<file path="src/rtl/axil_sim_ctrl.sv">
// axil_sim_ctrl: AXI4-Lite simulation-control peripheral for the PicoRV32 test
// harness. Provides a console byte FIFO drained over a valid/ready stream, a
// sticky pass/fail status register, a free-running cycle counter and a scratch
// register in a 32-byte window at ADDR_BASE.
//   clk, resetn          : clock, synchronous active-low reset
//   mem_axi_aw*/w*/b*    : write address / data / response channels (no BRESP)
//   mem_axi_ar*/r*       : read address / data channels (no RRESP)
//   console_*            : FIFO head byte stream, pops on valid & ready
//   tests_passed, halt   : sticky pass flag, sticky pass|fail
module axil_sim_ctrl #(
  parameter logic [31:0] ADDR_BASE  = 32'h1000_0000,
  parameter int          FIFO_DEPTH = 8
) (
  input  logic        clk,
  input  logic        resetn,
  input  logic        mem_axi_awvalid,
  output logic        mem_axi_awready,
  input  logic [31:0] mem_axi_awaddr,
  input  logic [2:0]  mem_axi_awprot,
  input  logic        mem_axi_wvalid,
  output logic        mem_axi_wready,
  input  logic [31:0] mem_axi_wdata,
  input  logic [3:0]  mem_axi_wstrb,
  output logic        mem_axi_bvalid,
  input  logic        mem_axi_bready,
  input  logic        mem_axi_arvalid,
  output logic        mem_axi_arready,
  input  logic [31:0] mem_axi_araddr,
  input  logic [2:0]  mem_axi_arprot,
  output logic        mem_axi_rvalid,
  input  logic        mem_axi_rready,
  output logic [31:0] mem_axi_rdata,
  output logic        console_valid,
  input  logic        console_ready,
  output logic [7:0]  console_data,
  output logic        tests_passed,
  output logic        halt
);
  localparam int          PW         = $clog2(FIFO_DEPTH);
  localparam int          CW         = PW + 1;
  localparam logic [31:0] PASS_MAGIC = 32'd123456789;
  localparam logic [31:0] MISS_DATA  = 32'hDEAD_BEEF;

  logic          aw_held_q, aw_held_d, w_held_q, w_held_d;
  logic [31:0]   aw_addr_q, aw_addr_d, wdata_q, wdata_d;
  logic [3:0]    wstrb_q, wstrb_d;
  logic          bvalid_q, bvalid_d, rvalid_q, rvalid_d;
  logic [31:0]   rdata_q, rdata_d;
  logic [7:0]    fifo_q [FIFO_DEPTH];
  logic [7:0]    fifo_d [FIFO_DEPTH];
  logic [PW-1:0] wr_ptr_q, wr_ptr_d, rd_ptr_q, rd_ptr_d;
  logic [CW-1:0] count_q, count_d;
  logic          pass_q, pass_d, fail_q, fail_d;
  logic [31:0]   cycle_q, cycle_d, scratch_q, scratch_d;

  logic          aw_fire, w_fire, ar_fire, wr_hit, rd_hit;
  logic [2:0]    wr_reg, rd_reg;
  logic          fifo_full, con_push_req, exec, push, pop;
  logic [31:0]   count_ext, rd_val;
  logic          unused_bits;

  assign unused_bits = ^{mem_axi_awprot, mem_axi_arprot, aw_addr_q[1:0], mem_axi_araddr[1:0]};

  assign mem_axi_awready = resetn & ~aw_held_q & ~bvalid_q;
  assign mem_axi_wready  = resetn & ~w_held_q & ~bvalid_q;
  assign mem_axi_arready = resetn & ~rvalid_q;
  // Registered outputs are also gated so everything reads 0 while reset is low.
  assign mem_axi_bvalid  = resetn & bvalid_q;
  assign mem_axi_rvalid  = resetn & rvalid_q;
  assign mem_axi_rdata   = resetn ? rdata_q : 32'h0;
  assign console_valid   = resetn & (count_q != '0);
  assign console_data    = resetn ? fifo_q[rd_ptr_q] : 8'h0;
  assign tests_passed    = resetn & pass_q;
  assign halt            = resetn & (pass_q | fail_q);

  always_comb begin
    aw_fire      = mem_axi_awvalid & mem_axi_awready;
    w_fire       = mem_axi_wvalid & mem_axi_wready;
    ar_fire      = mem_axi_arvalid & mem_axi_arready;
    wr_hit       = aw_addr_q[31:5] == ADDR_BASE[31:5];
    wr_reg       = aw_addr_q[4:2];
    rd_hit       = mem_axi_araddr[31:5] == ADDR_BASE[31:5];
    rd_reg       = mem_axi_araddr[4:2];
    // Fullness uses the pre-pop count: a same-cycle pop never admits a push.
    fifo_full    = count_q == CW'(FIFO_DEPTH);
    con_push_req = wr_hit & (wr_reg == 3'd0) & wstrb_q[0];
    exec         = aw_held_q & w_held_q & ~(con_push_req & fifo_full);
    push         = exec & con_push_req;
    pop          = (count_q != '0) & console_ready;
    count_ext    = 32'(count_q);

    aw_held_d = aw_held_q;  aw_addr_d = aw_addr_q;
    w_held_d  = w_held_q;   wdata_d   = wdata_q;   wstrb_d = wstrb_q;
    bvalid_d  = bvalid_q;   rvalid_d  = rvalid_q;  rdata_d = rdata_q;
    fifo_d    = fifo_q;     wr_ptr_d  = wr_ptr_q;  rd_ptr_d = rd_ptr_q;
    count_d   = count_q;    pass_d    = pass_q;    fail_d  = fail_q;
    scratch_d = scratch_q;
    cycle_d   = cycle_q + 32'd1;

    if (aw_fire) begin
      aw_held_d = 1'b1;
      aw_addr_d = mem_axi_awaddr;
    end
    if (w_fire) begin
      w_held_d = 1'b1;
      wdata_d  = mem_axi_wdata;
      wstrb_d  = mem_axi_wstrb;
    end

    // Holds can only fill while bvalid is low, so exec and a pending B never overlap.
    if (exec) begin
      aw_held_d = 1'b0;
      w_held_d  = 1'b0;
      bvalid_d  = 1'b1;
      if (wr_hit && wr_reg == 3'd1) begin
        if (wdata_q == PASS_MAGIC) pass_d = 1'b1;
        else                       fail_d = 1'b1;
      end
      if (wr_hit && wr_reg == 3'd3) begin
        for (int b = 0; b < 4; b++)
          if (wstrb_q[b]) scratch_d[b*8 +: 8] = wdata_q[b*8 +: 8];
      end
    end else if (bvalid_q && mem_axi_bready) begin
      bvalid_d = 1'b0;
    end

    if (push) begin
      fifo_d[wr_ptr_q] = wdata_q[7:0];
      wr_ptr_d         = wr_ptr_q + PW'(1);
    end
    if (pop) rd_ptr_d = rd_ptr_q + PW'(1);
    unique case ({push, pop})
      2'b10:   count_d = count_q + CW'(1);
      2'b01:   count_d = count_q - CW'(1);
      default: count_d = count_q;
    endcase

    // Read data comes from pre-write state: a same-cycle write lands at the edge.
    rd_val = MISS_DATA;
    if (rd_hit) begin
      unique case (rd_reg)
        3'd0:    rd_val = {24'h0, count_ext[7:0]};
        3'd1:    rd_val = {30'h0, fail_q, pass_q};
        3'd2:    rd_val = cycle_q;
        3'd3:    rd_val = scratch_q;
        default: rd_val = MISS_DATA;
      endcase
    end
    if (ar_fire) begin
      rvalid_d = 1'b1;
      rdata_d  = rd_val;
    end else if (rvalid_q && mem_axi_rready) begin
      rvalid_d = 1'b0;
    end
  end

  always_ff @(posedge clk) begin
    if (!resetn) begin
      aw_held_q <= 1'b0;  aw_addr_q <= '0;
      w_held_q  <= 1'b0;  wdata_q   <= '0;  wstrb_q <= '0;
      bvalid_q  <= 1'b0;  rvalid_q  <= 1'b0; rdata_q <= '0;
      for (int i = 0; i < FIFO_DEPTH; i++) fifo_q[i] <= '0;
      wr_ptr_q  <= '0;    rd_ptr_q  <= '0;   count_q <= '0;
      pass_q    <= 1'b0;  fail_q    <= 1'b0;
      cycle_q   <= '0;    scratch_q <= '0;
    end else begin
      aw_held_q <= aw_held_d;  aw_addr_q <= aw_addr_d;
      w_held_q  <= w_held_d;   wdata_q   <= wdata_d;   wstrb_q <= wstrb_d;
      bvalid_q  <= bvalid_d;   rvalid_q  <= rvalid_d;  rdata_q <= rdata_d;
      fifo_q    <= fifo_d;
      wr_ptr_q  <= wr_ptr_d;   rd_ptr_q  <= rd_ptr_d;  count_q <= count_d;
      pass_q    <= pass_d;     fail_q    <= fail_d;
      cycle_q   <= cycle_d;    scratch_q <= scratch_d;
    end
  end
endmodule
</file>
<file path="config.mk">
export PLATFORM = sky130hd
export DESIGN_NAME = axil_sim_ctrl
export DESIGN_NICKNAME = d
export VERILOG_FILES = /design/src/rtl/axil_sim_ctrl.sv
export SDC_FILE = /design/constraint.sdc
export NUM_CORES = 1
export LEC_CHECK = 0
export ABC_AREA = 0
export BUFFER_PORTS_ARGS = -buffer_cell sky130_fd_sc_hd__buf_2
export CAP_MARGIN = 10
export CORE_AREA = 4 4 150 152
export DETAILED_ROUTE_END_ITERATION = 10
export DIE_AREA = 0 0 154 156
export GPL_TIMING_DRIVEN = 0
export PLACE_DENSITY_LB_ADDON = 0.2
export SETUP_SLACK_MARGIN = 0.02
export SYNTH_ARGS = -nofsm -noshare
export SYNTH_HDL_FRONTEND = slang
export SYNTH_SLANG_ARGS = --single-unit
</file>
<file path="constraint.sdc">
create_clock -name clk -period 3.2 [get_ports clk]
set_clock_uncertainty 0.15 [all_clocks]
set_input_delay 0.16 -clock clk [delete_from_list [all_inputs] [get_ports clk]]
set_output_delay 0.16 -clock clk [all_outputs]
set_load 0.005 [all_outputs]
</file>
==> results.md <==
- Outcome: finished, violations left
- Failing checks: negative setup slack
- Setup crit start kind: flop
- Max incr delay on CP: 550 ps
- CTS Buf Count: 25
- Initial antenna violation count: 0
- Placed Area: 11700 sq um
- WP data required: 3500 ps
- DRT Pass-1 Iters: 5
- Worst R2R Path Depth: 11
- Number of flops mapped to enable cells by yosys: 0
- Hpwl dp: 21.4 mm
- Post-synth top flop: dfxtp_1
- Die area: 24000 sq um
- Critical path depth: 11
- Vias in the first global route: 9458
- CTS sink cnt: 242
- Syn nets: 1296
- # diodes: 0
- Fmax: 304 MHz
- Crit-path slowest cell: or4_4
- Row cnt: 53
- Crit Path Category: flop to flop
- Die Span X: 154 microns
- Setup TNS: -88.1 ps
- Hold Crit Class: input pin to flop
- Crit path max-delay family: simple AND/OR/NAND/NOR gates
- Hold path cells: 4
- Ys async rst share: 0
- Synthesized area: 10600 sq um
- Pwr per Cell Area: 488 nW/um^2
- Fillers: 1741
- #FFs+latches synth: 242
- Leak: 5.44 nW
- WP data arrival: 3590 ps
- CTS tree: built
- H-tree lvl count: 1
- Grt ovf: 0
- Commonest non-fill, non-tap cell in the layout: nand2_1
- I/O pin cnt: 162
- Initial drt markers: 709
- CP Capture Type: flop
- Commonest non-fill, non-tap cells in the layout: 284 x nand2_1, 240 x dfxtp_1, 152 x buf_2
- YS warnings: 0
- Routability congestion estimate: 0.861
- RSZ-0062 raised after global routing: yes
- Clock Tree Buf Depth: 3
- Yosys cell types: 57
- Worst Tran Pin Value: 1000 ps
- Clock Tree Root: clkbuf_16
- Final Hold Vio Count: 0
- Mean Syn Cell Area: 9.00 sq um
- Min Tclk post-route: 3290 ps
- First-pass GRT wire length: 50.1 mm
- Worst-path cell chain: or4_4 > or3_1 > buf_6 > or3_4 > ha_4 > xor2_1 > ha_2 > a21oi_2 > xor2_1 > or3_4 > a21oi_2
- Post-synthesis sequential area ratio: 0.458
- Max cap viols: 0
- Total power: 6.56 mW
- Synthesized netlist cell count: 1176
- Gate power share: 0.086
- Routed wire length per instance: 18.1 microns
- Pin count of the biggest net entering global routing: 14
- Area delta synth->final: 26.8%
- Core box area: 21000 sq um
- Final setup fails: 1
- Worst skew pair latency: 520 ps
- Max_slew headroom: 0.325
- Net Switching: 1.56 mW
- Die height: 156 microns
- Internal power: 5.00 mW
- Layout cell share with drive strength beyond 1: 0.172
- Final WS setup: -88.1 ps
- Antenna viol nets, final: 0
- # DRC: 0
- Finished Cell Area: 13400 sq um
- GRT Util Overall: 0.256
- Hold WS: 46.9 ps
- Clock Power Share: 0.436
- Clk pin slew, worst setup/hold paths: 60 ps
- Final period util: 1.03
- Layout net count: 1565
- Sequential Power Share: 0.478
- Switch share: 0.238
- Worst path bufs/invs: 1
- Total Routed Length: 31.4 mm
- Drt via density: 5.61
- Port bufs: 150
- Vias: 9753
- CP max FO: 4
- Initial Util: 0.504
- Max IR drop VDD: 0.333 mV
- Final Max Slew Viols: 0
## cell usage after synthesis (all sizes together) (4+ instances only)
library cell	count	area share
a21oi	103	0.049
a22o	16	0.013
a22oi	22	0.016
and2	38	0.022
and4	6	0.0050
buf	5	0.0030
clkbuf	73	0.026
dfxtp	242	0.46
ha	6	0.0071
mux2i	113	0.11
mux4	18	0.038
nand2	284	0.10
nand2b	11	0.0065
nand3	18	0.010
nand4	22	0.015
nand4b	4	0.0033
nor2	64	0.023
nor3	4	0.0019
nor3b	6	0.0043
nor4	25	0.019
nor4b	5	0.0041
o21ai	6	0.0028
o31ai	10	0.0071
or3	6	0.0037
or4	17	0.013
xnor2	7	0.0058
xor2	12	0.0099
## power by group through the flow
stage / clock network [mW] / registers [mW] / logic (mW)
6_report: 2.86 / 3.14 / 0.561
5_1_grt: 3.01 / 3.14 / 0.616
4_1_cts: 2.89 / 3.14 / 0.538
3_5_place_dp: 0 / 3.20 / 0.453
3_3_place_gp: 0 / 3.20 / 0.447
2_1_floorplan: 0 / 3.19 / 0.265
## area by class of cell
class / instances / area [sq um] / area share
multi-input combinational: 853 / 5470 / 0.407
inverter: 3 / 11.3 / 0.000839
buffer: 77 / 305 / 0.0227
sequential: 242 / 4850 / 0.361
clock buffer: 37 / 731 / 0.0544
timing repair buffer: 243 / 1660 / 0.123
tap: 275 / 344 / 0.0256
clock inverter: 7 / 65.1 / 0.00485
## metal layers
metal,up-vias,wire length (microns),share of wire,track usage
met3,59,2420,0.077,0.0444
met1,4641,14100,0.45,0.358
li1,4678,-,-,-
met5,-,0,0,0
met2,375,14300,0.46,0.415
met4,0,622,0.020,0.0618
## cell families (layout without fill, tap and decap cells)
| group | Yosys count | in the layout | share of synthesized area |
|---|---|---|---|
| compound gates | 169 | 169 | 0.0971 |
| xor+xnor | 19 | 19 | 0.0157 |
| fa+ha+maj | 6 | 6 | 0.00709 |
| buf+inv | 81 | 367 | 0.0299 |
| flops | 242 | 242 | 0.458 |
| mux | 133 | 133 | 0.147 |
| simple gates | 526 | 526 | 0.245 |
## worst reg2reg max path, cell delays in order (launching register included)
cell	delay (ps)
dfxtp_2	320
or4_4	550
or3_1	400
buf_6	130
or3_4	420
ha_4	190
xor2_1	150
ha_2	200
a21oi_2	40
xor2_1	180
or3_4	380
a21oi_2	110
## through the flow
step	instances	utilization	setup slack [ps]
after floorplan	1176	-	93.2
after global placement	1601	0.557	-61.1
after detailed placement	1602	0.557	-95.6
after CTS	1733	0.636	21.1
after global routing	1737	0.639	-123
final	1737	0.639	-88.1
## what timing repair did
action	CTS	global route
buffers inserted	3	5
hold endpoints to repair	72	0
endpoints found under the setup margin	8	10
pin swaps	4	7
hold buffers	84	0
resized for setup	5	8
## worst paths after layout
path                                            startpoint                 endpoint  slack (ps)
worst max-delay path            aw_addr_q[25]$_SDFFE_PN0P_  count_q[2]$_SDFFE_PN0P_         -90
worst min-delay path                       mem_axi_awvalid   aw_held_q$_SDFFE_PP0P_          50
worst max register to register  aw_addr_q[25]$_SDFFE_PN0P_  count_q[2]$_SDFFE_PN0P_         -90
worst min register to register     fifo_q[24]$_SDFFE_PN0P_  fifo_q[24]$_SDFFE_PN0P_         310
## sequential cells by signal, indices dropped and copies added, names as in the netlist
| name | cells |
|---|---|
| wdata_q | 32 |
| wstrb_q | 4 |
| aw_held_q | 1 |
| cycle_q | 32 |
| count_q | 4 |
| rd_ptr_q | 3 |
| rvalid_q | 1 |
| pass_q | 1 |
| fail_q | 1 |
| bvalid_q | 1 |
| scratch_q | 32 |
| rdata_q | 32 |
| fifo_q | 64 |
| wr_ptr_q | 3 |
| aw_addr_q | 30 |
| w_held_q | 1 |
Note: power is estimated with default switching activity, not from simulation.
